**src/rtl/led_pwm_bank.sv**
```systemverilog
// led_pwm_bank: bank of LED outputs with off/on/PWM/breathe modes.
// Shared prescaler and PWM counter; duty double-buffered to period wrap.
module led_pwm_bank #(
  parameter int CHANNELS = 8,
  parameter int PWM_BITS = 8,
  parameter int ADDR_W   = 4
) (
  input  logic                clkNIOS,
  input  logic                reset_n,
  input  logic [ADDR_W-1:0]   address,
  input  logic                write,
  input  logic [31:0]         writedata,
  input  logic                read,
  output logic [31:0]         readdata,
  output logic [CHANNELS-1:0] led
);

  localparam logic [1:0] M_OFF = 2'b00;
  localparam logic [1:0] M_ON  = 2'b01;
  localparam logic [1:0] M_PWM = 2'b10;
  localparam logic [1:0] M_BRE = 2'b11;

  localparam logic [PWM_BITS-1:0] ONES = '1;
  localparam logic [PWM_BITS-1:0] ONE  = PWM_BITS'(1);

  logic                en;
  logic [15:0]         prescale;
  logic [15:0]         pre;
  logic [15:0]         plim;
  logic [PWM_BITS-1:0] cnt;
  logic                tick;
  logic                wrap;
  logic                ctrl_wr;
  logic [CHANNELS-1:0] ch_wr;
  logic [CHANNELS-1:0] dir;
  logic [CHANNELS-1:0] led_nxt;
  logic [31:0]         rd_nxt;
  logic                unused_bits;

  logic [PWM_BITS-1:0] duty_pend [CHANNELS];
  logic [PWM_BITS-1:0] duty_act  [CHANNELS];
  logic [PWM_BITS-1:0] fade      [CHANNELS];
  logic [1:0]          mode      [CHANNELS];

  assign unused_bits = ^{writedata[31:18], writedata[15:1]};

  // A prescale of 0 behaves like 1; >= keeps a shrunk limit from overrunning.
  assign plim = (prescale == 16'd0) ? 16'd0 : prescale - 16'd1;
  assign tick = en && (pre >= plim);
  assign wrap = tick && (cnt == ONES);

  // Address decode of the write strobe.
  always_comb begin
    ctrl_wr = write && (address == '0);
    ch_wr   = '0;
    for (int i = 0; i < CHANNELS; i++) begin
      ch_wr[i] = write && (address == ADDR_W'(i + 1));
    end
  end

  // Control register.
  always_ff @(posedge clkNIOS or negedge reset_n) begin
    if (!reset_n) begin
      en       <= 1'b0;
      prescale <= 16'd0;
    end else if (ctrl_wr) begin
      en       <= writedata[0];
      prescale <= writedata[31:16];
    end
  end

  // Prescaler and PWM counter, held at zero while disabled.
  always_ff @(posedge clkNIOS or negedge reset_n) begin
    if (!reset_n) begin
      pre <= 16'd0;
      cnt <= '0;
    end else if (!en) begin
      pre <= 16'd0;
      cnt <= '0;
    end else if (tick) begin
      pre <= 16'd0;
      cnt <= cnt + ONE;
    end else begin
      pre <= pre + 16'd1;
    end
  end

  // Per-channel config, duty shadowing and breathe ramp.
  always_ff @(posedge clkNIOS or negedge reset_n) begin
    if (!reset_n) begin
      for (int i = 0; i < CHANNELS; i++) begin
        duty_pend[i] <= '0;
        duty_act[i]  <= '0;
        fade[i]      <= '0;
        mode[i]      <= M_OFF;
      end
      dir <= '0;
    end else begin
      for (int i = 0; i < CHANNELS; i++) begin
        if (ch_wr[i]) begin
          duty_pend[i] <= writedata[PWM_BITS-1:0];
          mode[i]      <= writedata[17:16];
        end
        if (!en || wrap) begin
          duty_act[i] <= duty_pend[i];
        end
        if (ch_wr[i] && (writedata[17:16] == M_BRE)) begin
          fade[i] <= '0;
          dir[i]  <= 1'b0;
        end else if (wrap) begin
          if (!dir[i]) begin
            fade[i] <= fade[i] + ONE;
            if (fade[i] == ONES - ONE) dir[i] <= 1'b1;
          end else begin
            fade[i] <= fade[i] - ONE;
            if (fade[i] == ONE) dir[i] <= 1'b0;
          end
        end
      end
    end
  end

  // Output selection per channel mode.
  always_comb begin
    led_nxt = '0;
    for (int i = 0; i < CHANNELS; i++) begin
      if (en) begin
        unique case (mode[i])
          M_OFF:   led_nxt[i] = 1'b0;
          M_ON:    led_nxt[i] = 1'b1;
          M_PWM:   led_nxt[i] = cnt < duty_act[i];
          M_BRE:   led_nxt[i] = cnt < fade[i];
          default: led_nxt[i] = 1'b0;
        endcase
      end
    end
  end

  // Read mux; unmapped addresses return zero.
  always_comb begin
    rd_nxt = '0;
    if (address == '0) begin
      rd_nxt = {prescale, 15'd0, en};
    end
    for (int i = 0; i < CHANNELS; i++) begin
      if (address == ADDR_W'(i + 1)) begin
        rd_nxt[17:16]         = mode[i];
        rd_nxt[PWM_BITS-1:0]  = duty_pend[i];
      end
    end
  end

  // Registered LED drive and read data.
  always_ff @(posedge clkNIOS or negedge reset_n) begin
    if (!reset_n) begin
      led      <= '0;
      readdata <= '0;
    end else begin
      led <= led_nxt;
      if (read) readdata <= rd_nxt;
    end
  end

endmodule

```
**config.mk**
```make
export PLATFORM = sky130hd
export DESIGN_NAME = led_pwm_bank
export DESIGN_NICKNAME = d
export VERILOG_FILES = /design/src/rtl/led_pwm_bank.sv
export SDC_FILE = /design/constraint.sdc
export NUM_CORES = 1
export LEC_CHECK = 0
export ABC_AREA = 1
export CAP_MARGIN = 20
export CORE_MARGIN = 1.5
export CORE_UTILIZATION = 62
export DETAILED_ROUTE_END_ITERATION = 10
export GPL_ROUTABILITY_DRIVEN = 0
export PLACE_DENSITY_LB_ADDON = 0.2
export SLEW_MARGIN = 20
export SYNTH_ARGS = -nofsm -noshare
export SYNTH_HDL_FRONTEND = slang
export SYNTH_SLANG_ARGS = --single-unit
```
**constraint.sdc**
```tcl
create_clock -name clkNIOS -period 4.5 [get_ports clkNIOS]
set_input_delay 1.125 -clock clkNIOS [delete_from_list [all_inputs] [get_ports clkNIOS]]
set_output_delay 1.125 -clock clkNIOS [all_outputs]
set_load 0.02 [all_outputs]
```
==> results of run 1 <==
-- cell usage in the layout, fill, tap and decap left out, types with 4 or more instances in the layout --
master and count:
a31oi_1 5, a21oi_1 80, dfrtp_1 288, xnor2_1 15, nor4_1 6, inv_1 243, conb_1 8, a211oi_1 25
nand2_2 9, buf_4 20, nand3b_1 6, clkinv_2 4, clkbuf_16 35, nand3_1 234, o21a_1 4, clkdlybuf4s50_1 62
xor2_1 100, nand2_1 760, o21ai_0 135, o31ai_1 11, nor2_1 204, nor3_1 30, ha_1 164, nor2_8 4
clkbuf_1 11, nor2_4 10, nor2_2 6, nand2_4 4, nand4_1 38, inv_2 17, buf_12 5, o211ai_1 4
-- cell families after synthesis --
| family | after synthesis | synth area share [%] |
|---|---|---|
| AOI/OAI and AO/OA | 274 | 7.95 |
| xor gates and xnor gates | 115 | 5.30 |
| adders and majority gates | 164 | 10.8 |
| buffers and inverters | 370 | 7.76 |
| DFF | 289 | 38.1 |
| muxes | 3 | 0.178 |
| other | 1 | 0.0197 |
| and+or+nand+nor | 1322 | 29.9 |
-- layer usage --
| metal | vias to the layer above | track usage, % | part of all wire [%] |
|---|---|---|---|
| met3 | 111 | 5.82 | 8.2 |
| met1 | 8027 | 43.5 | 43 |
| met5 | - | 0 | 0 |
| li1 | 8230 | - | - |
| met2 | 643 | 50.9 | 45 |
| met4 | 0 | 12.1 | 3.4 |
-- worst reg2reg max path, delay by kind of cell (launching register included) --
| family | cells | cell delay [ns] |
|---|---|---|
| adders and majority gates | 2 | 0.51 |
| DFF | 1 | 0.43 |
| AOI/OAI and AO/OA | 2 | 0.22 |
| and+or+nand+nor | 12 | 1.59 |
| buffers and inverters | 7 | 1.07 |
-- stage by stage --
stage,util [%],std cells,power [mW],worst slack [ns]
5_1_grt,70.4,2978,9.42,0.230
3_5_place_dp,66.7,2919,6.09,0.681
6_report,70.4,2978,8.83,0.593
4_1_cts,70.4,2978,8.86,0.639
3_3_place_gp,66.7,2919,5.97,0.792
2_1_floorplan,-,2545,5.40,1.34
-- state kept, by name, summed over array words and instances, names as in the netlist --
signal	count
duty_act	64
duty_pend	64
fade	64
readdata	24
mode	16
pre	16
prescale	16
cnt	8
dir	8
led	8
en	1
-- power groups by stage --
stage	Sequential, mW	Combinational (mW)	Clock, mW
2_1_floorplan	3.48	1.93	0
3_3_place_gp	3.72	2.25	0
3_5_place_dp	3.73	2.36	0
4_1_cts	3.70	2.39	2.77
5_1_grt	3.79	2.76	2.88
6_report	3.71	2.39	2.73
-- cell type report --
class                   count  share of cell area [%]
multi-input cells        1886                    49.1
flip-flops and latches    289                    34.4
inverters                 266                    4.79
clock buffers              49                    4.56
repair buffers             88                    4.21
well taps                 390                    2.32
clock inverters            10                   0.607
-- how the worst max path moves through the flow --
| stage | from | to | slack, ns | cells past startpoint |
|---|---|---|---|---|
| after floorplan | prescale[0]$_DFFE_PN0P_ | duty_act[57]$_DFFE_PN0P_ | 1.34 | 24 |
| after global placement | prescale[0]$_DFFE_PN0P_ | duty_act[36]$_DFFE_PN0P_ | 0.79 | 23 |
| after detailed placement | prescale[0]$_DFFE_PN0P_ | duty_act[28]$_DFFE_PN0P_ | 0.68 | 23 |
| after CTS | prescale[0]$_DFFE_PN0P_ | duty_act[28]$_DFFE_PN0P_ | 0.64 | 23 |
| after global routing | prescale[0]$_DFFE_PN0P_ | duty_act[38]$_DFFE_PN0P_ | 0.23 | 23 |
| final | prescale[0]$_DFFE_PN0P_ | duty_act[28]$_DFFE_PN0P_ | 0.59 | 23 |
==> metrics.md, run 1 <==
| Metric | Value |
|---|---|
| Seq pwr share | 42.0% |
| Result of the run | completed |
| Post-CTS Setup Bufs | 0 |
| Final hold violation count | 0 |
| Area growth syn-to-layout | 10.7% |
| Reg-to-reg endpoint | duty_act[28]$_DFFE_PN0P_ |
| Via count | 17,000 |
| Clk slew on worst S/H paths | 0.06 ns |
| Worst-Margin Slew | 0.971 ns |
| Largest cells by area after synthesis | dfrtp_1 38%, nand2_1 15%, ha_1 11%, nand3_1 6.2%, inv_1 4.8% |
| Synth top area share | 38.1% |
| Die width | 178 um |
| CP max stage delay | 0.43 ns |
| Switching power | 3.15 mW |
| Main synth FF type | dfrtp_1 |
| I/O Pins | 80 |
| Post-synthesis register bit count | 289 |
| Cell area after synthesis | 19,000 sq um |
| Cell with the most instances after synthesis | nand2_1 |
| Slew HR | 35.3% |
| Final setup TNS | 0 ns |
| Later-pin clock latency in the skew report | 0.54 ns |
| Clk sink count | 289 |
| Share of cells above drive strength 1 | 5.33% |
| Switching Fraction | 35.7% |
| Initial antenna violation count | 0 |
| CTS tree | yes |
| Worst min path class | reg -> reg |
| WP buf/inv | 7 |
| Fin crit period | 3.91 ns |
| Hold path depth | 2 |
| CTS buffer count | 34 |
| Cell taking the most area after synthesis | dfrtp_1 |
| Clock H-tree levels | 2 |
| Asr flop ratio synth | 100% |
| Worst hold path endpoint | duty_act[50]$_DFFE_PN0P_ |
| Clock Skew | 0.0267 ns |
| WHS | 0.479 ns |
| Register area | 7230 sq um |
| # Max-Cap Violations | 0 |
| Largest net degree at the start of global routing | 89 |
| Crit path top cell by count | inv_1 |
| Initial Util | 63.6% |
| Post-synthesis sequential area ratio | 38.1% |
| CORE AREA | 29,900 sq um |
| Yosys synthesis warning count | 0 |
| Hold Startpoint | duty_pend[50]$_DFFE_PN0P_ |
| Mean Syn Cell Area | 7.48 sq um |
| Period utilization | 86.8% |
| # DRC | 0 |
| Slew Limit Fails | 0 |
| Initial DRC Count | 1,589 |
| Synth Instances | 2,538 |
| Die area | 31,700 sq um |
| Layout fillers | 2,467 |
| Vias in the first global route | 16,300 |
| GRT overflow | 0 |
| Drt pass-1 iters | 5 |
| Clock Tree Root | clkbuf_16 |
| Crit path max-delay family | simple AND/OR/NAND/NOR gates |
| Distinct cells, synth | 45 |
| Cell row count | 63 |
| # port buffers | 63 |
| Die height | 178 um |
| Cell count of the worst reg-to-reg path | 23 |
| Int Power | 5.68 mW |
| Reg-to-reg slack, setup | 0.59 ns |
| RSZ-0062 raised after global routing | no |
| Arr. time, crit path | 4.37 ns |
| CP required | 4.96 ns |
| Peak VDD IR | 0.319 mV |
| Crit path launch type | flip-flop |
| Final nets | 2,769 |
| Total GRT Usage | 32.0% |
| Worst path slowest cell | dfrtp_1 |
| CP Max Fanout | 61 |
| Multi-input logic area | 10,300 sq um |
| EDFF count, synth | 0 |
| Hold_buf cts | 0 |
| HPWL Detailed | 33.3 mm |
| WS Path Type | reg -> reg |
| Number of diodes | 0 |
| Final ANT Viol Nets | 0 |
| First-pass GRT wire length | 81.0 mm |
| Final Setup Violations | 0 |
| Crit path cell chain | inv_1 -> ha_1 -> inv_1 -> nor2_1 -> inv_1 -> nor2_1 -> inv_1 -> nor2_1 -> nand2_1 -> o21ai_0 -> nand3_1 -> ha_1 -> nand2_1 -> inv_1 -> o21ai_1 -> nand2_1 -> nor2_1 -> nand3_2 -> nand3_4 -> buf_12 -> buf_4 -> nand3_1 -> nand2_1 |
| Post_cts resized | 0 |
| Critical Path End Type | flip-flop |
| Power share of the combinational group | 27.0% |
| Maximum clock rate | 256 MHz |
| Routed WL per cell | 16.4 um |
| Leakage | 11.0 nW |
| Vias per cell | 5.71 |
| Reg-to-reg startpoint | prescale[0]$_DFFE_PN0P_ |
| Synth top cells by count | 760 x nand2_1, 289 x dfrtp_1, 243 x inv_1, 235 x nand3_1, 204 x nor2_1 |
| Cell Pwr Density | 420 nW/um^2 |
| Placed Area | 19,900 sq um |
| Max clock buf depth | 3 |
| Cell area after layout | 21,000 sq um |
| Routed WL | 48.8 mm |
| Clock group share of total power | 30.9% |
(Power assumes the default switching activity.)
==> inputs of run 2 (changes only) <==
- CORE_UTILIZATION: 62 -> 65
- clock period: 4.5 -> 5 ns (I/O delays scaled with it)
==> run 2 against run 1 <==
Net effect: total power is 9.3% lower; global-route usage rose by 0.85 points; sequential share of layout area about the same; setup slack better by 0.21 ns; die area fell by 4.5%; highest routed layer unchanged; flip-flop and latch count did not move; via count grew 0.96%; non-clock buffer count shrank 2; largest power group unchanged; routed wire length rose by 0.54%.
==> metrics.md, run 2 (synthesis gave the netlist of run 1 again) <==
| Metric | Value |
|---|---|
| Peak VDD IR | 0.289 mV (-9.5%) |
| Via count | 17,200 (+0.96%) |
| Post-route insts no fill | 2,972 (-0.20%) |
| CP required | 5.45 ns (+0.49 ns) |
| Worst path slowest cell | buf_4 |
| RSZ-0062 raised after global routing | no |
| Vias per cell | 5.78 (+1.2%) |
| Final nets | 2,767 (-0.072%) |
| Worst-Margin Slew | 0.906 ns (-0.0649 ns) |
| Final setup TNS | 0 ns (unchanged) |
| Cell row count | 62 (-1.6%) |
| CTS tree | yes |
| Post-CTS Setup Bufs | 0 (unchanged) |
| HPWL Detailed | 32.4 mm (-2.6%) |
| Routed WL | 49.1 mm (+0.54%) |
| Dpl cells | 2,911 (-0.27%) |
| Area growth syn-to-layout | 10.8% (about the same) |
| Drt pass-1 iters | 6 (+1) |
| Result of the run | completed |
| Fin crit period | 4.19 ns (+0.287 ns) |
| # DRC | 0 (unchanged) |
| Initial Util | 66.2% (+2.6 points) |
| First-pass GRT wire length | 80.8 mm (-0.26%) |
| Initial antenna violation count | 0 (unchanged) |
| WHS | 0.476 ns (-0.00354 ns) |
| Pre-CTS setup slack | 0.949 ns (+0.267 ns) |
| Worst min path class | reg -> reg |
| Arr. time, crit path | 4.64 ns (+0.27 ns) |
| Crit path cell chain | inv_1 -> ha_1 -> inv_1 -> nor2_1 -> inv_1 -> nor2_1 -> inv_1 -> nor2_1 -> nand2_1 -> o21ai_0 -> nand3_1 -> ha_1 -> nand2_1 -> inv_1 -> nand3_1 -> nor2_1 -> nand3_1 -> nand3_2 -> nand3_4 -> nand2_2 -> buf_4 -> nand2_1 -> nand2_1 |
| CP max stage delay | 0.60 ns (+0.17 ns) |
| Post_cts resized | 0 (unchanged) |
| Final worst slack | 0.806 ns (+0.213 ns) |
| Clk slew on worst S/H paths | 0.06 ns (about the same) |
| Overall power | 8.01 mW (-9.3%) |
| Cell Pwr Density | 381 nW/um^2 (-9.4%) |
| Clock Tree Root | clkbuf_16 |
| CTS buffer count | 34 (unchanged) |
| CORE AREA | 28,700 sq um (-3.9%) |
| Most common cell after layout, fill and taps aside | nand2_1 |
| I/O Pins | 80 (unchanged) |
| Placed Area | 19,900 sq um (-0.18%) |
| Total GRT Usage | 32.9% (+0.85 points) |
| Die width | 174 um (-2.3%) |
| Crit path launch type | flip-flop |
| Max clock buf depth | 3 (unchanged) |
| Period utilization | 83.9% (-2.9 points) |
| Final Setup Violations | 0 (unchanged) |
| Largest net degree at the start of global routing | 113 (+27%) |
| Crit path top cell by count | inv_1 |
| Core Util, Final | 73.3% (+2.9 points) |
| Initial DRC Count | 1,668 (+5.0%) |
| Vias in the first global route | 16,400 (+0.74%) |
| Later-pin clock latency in the skew report | 0.53 ns (about the same) |
| Critical Path End Type | flip-flop |
| Clk sink count | 289 (unchanged) |
| Hold_buf cts | 0 (unchanged) |
| Die height | 174 um (-2.3%) |
| Top flop regs | duty_act: 64 flops, duty_pend: 64 flops, fade: 64 flops |
| Final hold violation count | 0 (unchanged) |
| # port buffers | 63 (unchanged) |
| # Max-Cap Violations | 0 (unchanged) |
| Slew HR | 39.6% (+4.3 points) |
| GRT overflow | 0 (unchanged) |
| Cell area after layout | 21,000 sq um (about the same) |
| Clock H-tree levels | 2 (unchanged) |
| WP buf/inv | 6 (-1) |
| Routed WL per cell | 16.5 um (+0.74%) |
| Slew Limit Fails | 0 (unchanged) |
| Number of diodes | 0 (unchanged) |
| Crit path max-delay family | simple AND/OR/NAND/NOR gates |
| Share of cells above drive strength 1 | 5.53% (+0.19 points) |
| Clock Skew | 0.0212 ns (-0.00548 ns) |
| Leading cell types in the layout, fill and taps excluded | 760 x nand2_1, 288 x dfrtp_1, 243 x inv_1 |
| CP Max Fanout | 64 (+4.9%) |
| Maximum clock rate | 238 MHz (-6.8%) |
| Die area | 30,300 sq um (-4.5%) |
| Final ANT Viol Nets | 0 (unchanged) |
| Leakage | 11.0 nW (+0.15%) |
| WS Path Type | reg -> reg |
## run 2: per-layer routing
layer,share of wire (%),routed length (um),GRT usage [%]
met4,3.5,1720,12.2
met5,0,0,0
met3,7.8,3820,5.27
met2,46,22700,53.3
met1,42,20800,44.6
## run 2: power breakdown
part	switching, mW	total, mW	internal, mW	leakage [nW]
logic	1.32	2.18	0.859	6.92
registers	0.510	3.32	2.81	3.53
clock network	1.02	2.51	1.49	0.556
## run 2: layout make-up
cell class	count	area (sq um)
repair buffers	86	858
inverters	266	1010
flip-flops and latches	289	7230
clock buffers	44	940
well taps	384	480
multi-input cells	1886	10300
fillers	2236	7670
clock inverters	17	191
## run 2: path summary, 6_finish.rpt
path	cells past startpoint	slack, ns	start	to
hold reg to reg	2	0.48	duty_pend[33]$_DFFE_PN0P_	duty_act[33]$_DFFE_PN0P_
max in group asynchronous	2	3.13	reset_n	dir[7]$_DFFE_PN0P_
min in group asynchronous	1	0.81	reset_n	fade[59]$_DFFE_PN0P_
setup / recovery	23	0.81	prescale[0]$_DFFE_PN0P_	duty_act[32]$_DFFE_PN0P_
setup reg to reg	23	0.81	prescale[0]$_DFFE_PN0P_	duty_act[32]$_DFFE_PN0P_
hold / removal	2	0.48	duty_pend[33]$_DFFE_PN0P_	duty_act[33]$_DFFE_PN0P_
## run 2: tightest hold or removal path, cell delays in order, from the launching register on
cell     delay, ns
dfrtp_1       0.34
nand2_1       0.05
nand2_1       0.05
==> inputs of run 3 (changes only) <==
- CORE_UTILIZATION: 65 -> 56
- clock period: 5 -> 3.6 ns (I/O delays scaled with it)
==> run 3 against run 2 <==
Net effect: utilization down 8.3 points; clock power up 51%; register-to-register slack got worse by 0.59 ns; cell area rose by 3.3%; non-clock buffer count rose by 38; count of clock-buffer cells in the layout stayed put; hold slack worse by 0.10 ns; final cell count up 3.5%; critical path depth decreased by 2; routed wire length grew 3.0%; maximum frequency is 24% higher; critical endpoint is now fade[60]$_DFFE_PN0P_; largest power group unchanged.
==> metrics.md, run 3 (synthesis gave the netlist of run 1 again) <==
| Metric | Value |
|---|---|
| Arr. time, crit path | 3.79 ns (-0.85 ns) |
| Multi-input logic area | 10,400 sq um (+0.68%) |
| # port buffers | 63 (unchanged) |
| WS Path Type | reg -> reg |
| Number of diodes | 0 (unchanged) |
| Peak VDD IR | 0.553 mV (+91%) |
| Clock Tree Root | clkbuf_16 |
| Placed Area | 20,200 sq um (+1.7%) |
| CTS tree | yes |
| Total GRT Usage | 28.6% (-4.3 points) |
| Reg-to-reg endpoint | fade[60]$_DFFE_PN0P_ |
| Overall power | 11.5 mW (+43%) |
| RSZ-0062 raised after global routing | no |
| GRT overflow | 0 (unchanged) |
| HPWL Detailed | 34.2 mm (+5.4%) |
| Clock H-tree levels | 2 (unchanged) |
| Clk sink count | 289 (unchanged) |
| Post-route insts no fill | 3,075 (+3.5%) |
| Critical Path End Type | flip-flop |
| Clock Skew | 0.0140 ns (-0.00717 ns) |
| Final ANT Viol Nets | 0 (unchanged) |
| Initial Util | 56.8% (-9.4 points) |
| Fin crit period | 3.39 ns (-0.807 ns) |
| Leading cell types in the layout, fill and taps excluded | 758 x nand2_1, 288 x dfrtp_1, 241 x inv_1 |
| Worst min path class | in -> async |
| Dpl cells | 3,001 (+3.1%) |
| Pre-CTS setup slack | 0.0762 ns (-0.872 ns) |
| Crit path launch type | flip-flop |
| Cell count of the worst reg-to-reg path | 21 (-8.7%) |
| # Max-Cap Violations | 0 (unchanged) |
| # DRC | 0 (unchanged) |
| Final setup TNS | 0 ns (unchanged) |
| Area growth syn-to-layout | 14.4% |
| Initial DRC Count | 1,299 (-22%) |
| Worst-Margin Slew | 0.766 ns (-0.140 ns) |
| Most common cell after layout, fill and taps aside | nand2_1 |
| Top flop regs | duty_act: 64 flops, duty_pend: 64 flops, fade: 64 flops |
| I/O Pins | 80 (unchanged) |
| Routed WL | 50.6 mm (+3.0%) |
| Cell row count | 67 (+8.1%) |
| Later-pin clock latency in the skew report | 0.53 ns (about the same) |
| Reg-to-reg slack, setup | 0.21 ns (-0.59 ns) |
| Reg-to-reg startpoint | prescale[1]$_DFFE_PN0P_ |
| Largest net degree at the start of global routing | 84 (-26%) |
| Register area | 7230 sq um (unchanged) |
| Initial antenna violation count | 0 (unchanged) |
| CP Max Fanout | 25 (-61%) |
| Die width | 187 um (+7.6%) |
| Final worst slack | 0.214 ns (-0.593 ns) |
| Result of the run | completed |
| Die height | 187 um (+7.6%) |
| Share of cells above drive strength 1 | 7.46% (+1.9 points) |
| Routed WL per cell | 16.4 um (-0.44%) |
| Die area | 35,000 sq um (+16%) |
| WHS | 0.373 ns (-0.102 ns) |
| Core Util, Final | 65.0% (-8.3 points) |
| CORE AREA | 33,400 sq um (+17%) |
| Maximum clock rate | 295 MHz (+24%) |
| Drt pass-1 iters | 5 (-1) |
| Clk slew on worst S/H paths | 0.06 ns (about the same) |
| Via count | 17,100 (-0.65%) |
| Vias per cell | 5.55 (-4.0%) |
| Slew Limit Fails | 0 (unchanged) |
| Slew HR | 48.9% (+9.3 points) |
| CTS buffer count | 34 (unchanged) |
| Vias in the first global route | 16,000 (-2.1%) |
| Cell Pwr Density | 528 nW/um^2 (+39%) |
| First-pass GRT wire length | 81.9 mm (+1.4%) |
| Layout fillers | 2,835 (+27%) |
| Max clock buf depth | 3 (unchanged) |
| Period utilization | 94.1% (+10 points) |
| CP required | 4.01 ns (-1.44 ns) |
| Final hold violation count | 0 (unchanged) |
| Final Setup Violations | 0 (unchanged) |
| Cell area after layout | 21,700 sq um (+3.3%) |
| Leakage | 11.3 nW (+2.6%) |
| Final nets | 2,806 (+1.4%) |
[run 3: where the power goes]
| part | internal (mW) | total [mW] | switching [mW] |
|---|---|---|---|
| logic | 1.24 | 3.07 | 1.83 |
| clock network | 2.36 | 3.78 | 1.43 |
| registers | 3.90 | 4.62 | 0.715 |
| total | 7.50 | 11.5 | 3.97 |
[run 3: how the worst max path moves through the flow]
stage               slack, ns               startpoint  depth (start not counted)                       end
floorplan                0.44  prescale[0]$_DFFE_PN0P_                         24  duty_act[57]$_DFFE_PN0P_
global placement         0.19  prescale[1]$_DFFE_PN0P_                         23      fade[44]$_DFFE_PN0P_
detailed placement       0.08  prescale[1]$_DFFE_PN0P_                         23        dir[2]$_DFFE_PN0P_
CTS                      0.04  prescale[1]$_DFFE_PN0P_                         23      fade[45]$_DFFE_PN0P_
global route             0.01  prescale[1]$_DFFE_PN0P_                         21      fade[62]$_DFFE_PN0P_
finish                   0.21  prescale[1]$_DFFE_PN0P_                         21      fade[60]$_DFFE_PN0P_
[run 3: final cells by class]
cell class	count	area share (%)
Inverter	266	4.63
Timing Repair Buffer	124	6.08
Multi-Input combinational cell	1887	47.8
Clock inverter	17	1.28
Clock buffer	44	4.32
Sequential cell	289	33.3
Tap cell	448	2.58
[run 3: repair_timing]
item,in CTS,in global routing
hold buffers,0,0
buffers inserted,0,7
setup endpoints to repair,0,137
gates resized for setup,0,22
[run 3: routing by layer]
| layer | global-route usage, % | vias up | share of wire, % |
|---|---|---|---|
| met5 | 0 | - | 0 |
| met2 | 46.6 | 567 | 46 |
| met3 | 4.45 | 96 | 7.5 |
| met1 | 39.3 | 8092 | 44 |
| met4 | 8.68 | 0 | 2.9 |
| li1 | - | 8309 | - |
[run 3: critical path, cell delays in order (launching register included)]
cell,delay (ns)
dfrtp_1,0.39
buf_4,0.15
nor2_1,0.09
nand4_1,0.14
nor2_2,0.20
nand2_2,0.09
nor2_4,0.13
nand3_1,0.09
xor2_1,0.16
nand2_1,0.08
ha_1,0.30
nand2_1,0.05
inv_1,0.06
nand3_1,0.09
nor2_2,0.19
nand3_2,0.13
nand3_4,0.11
nand3_4,0.23
buf_6,0.24
clkbuf_16,0.19
nand3_1,0.08
nand2_1,0.06
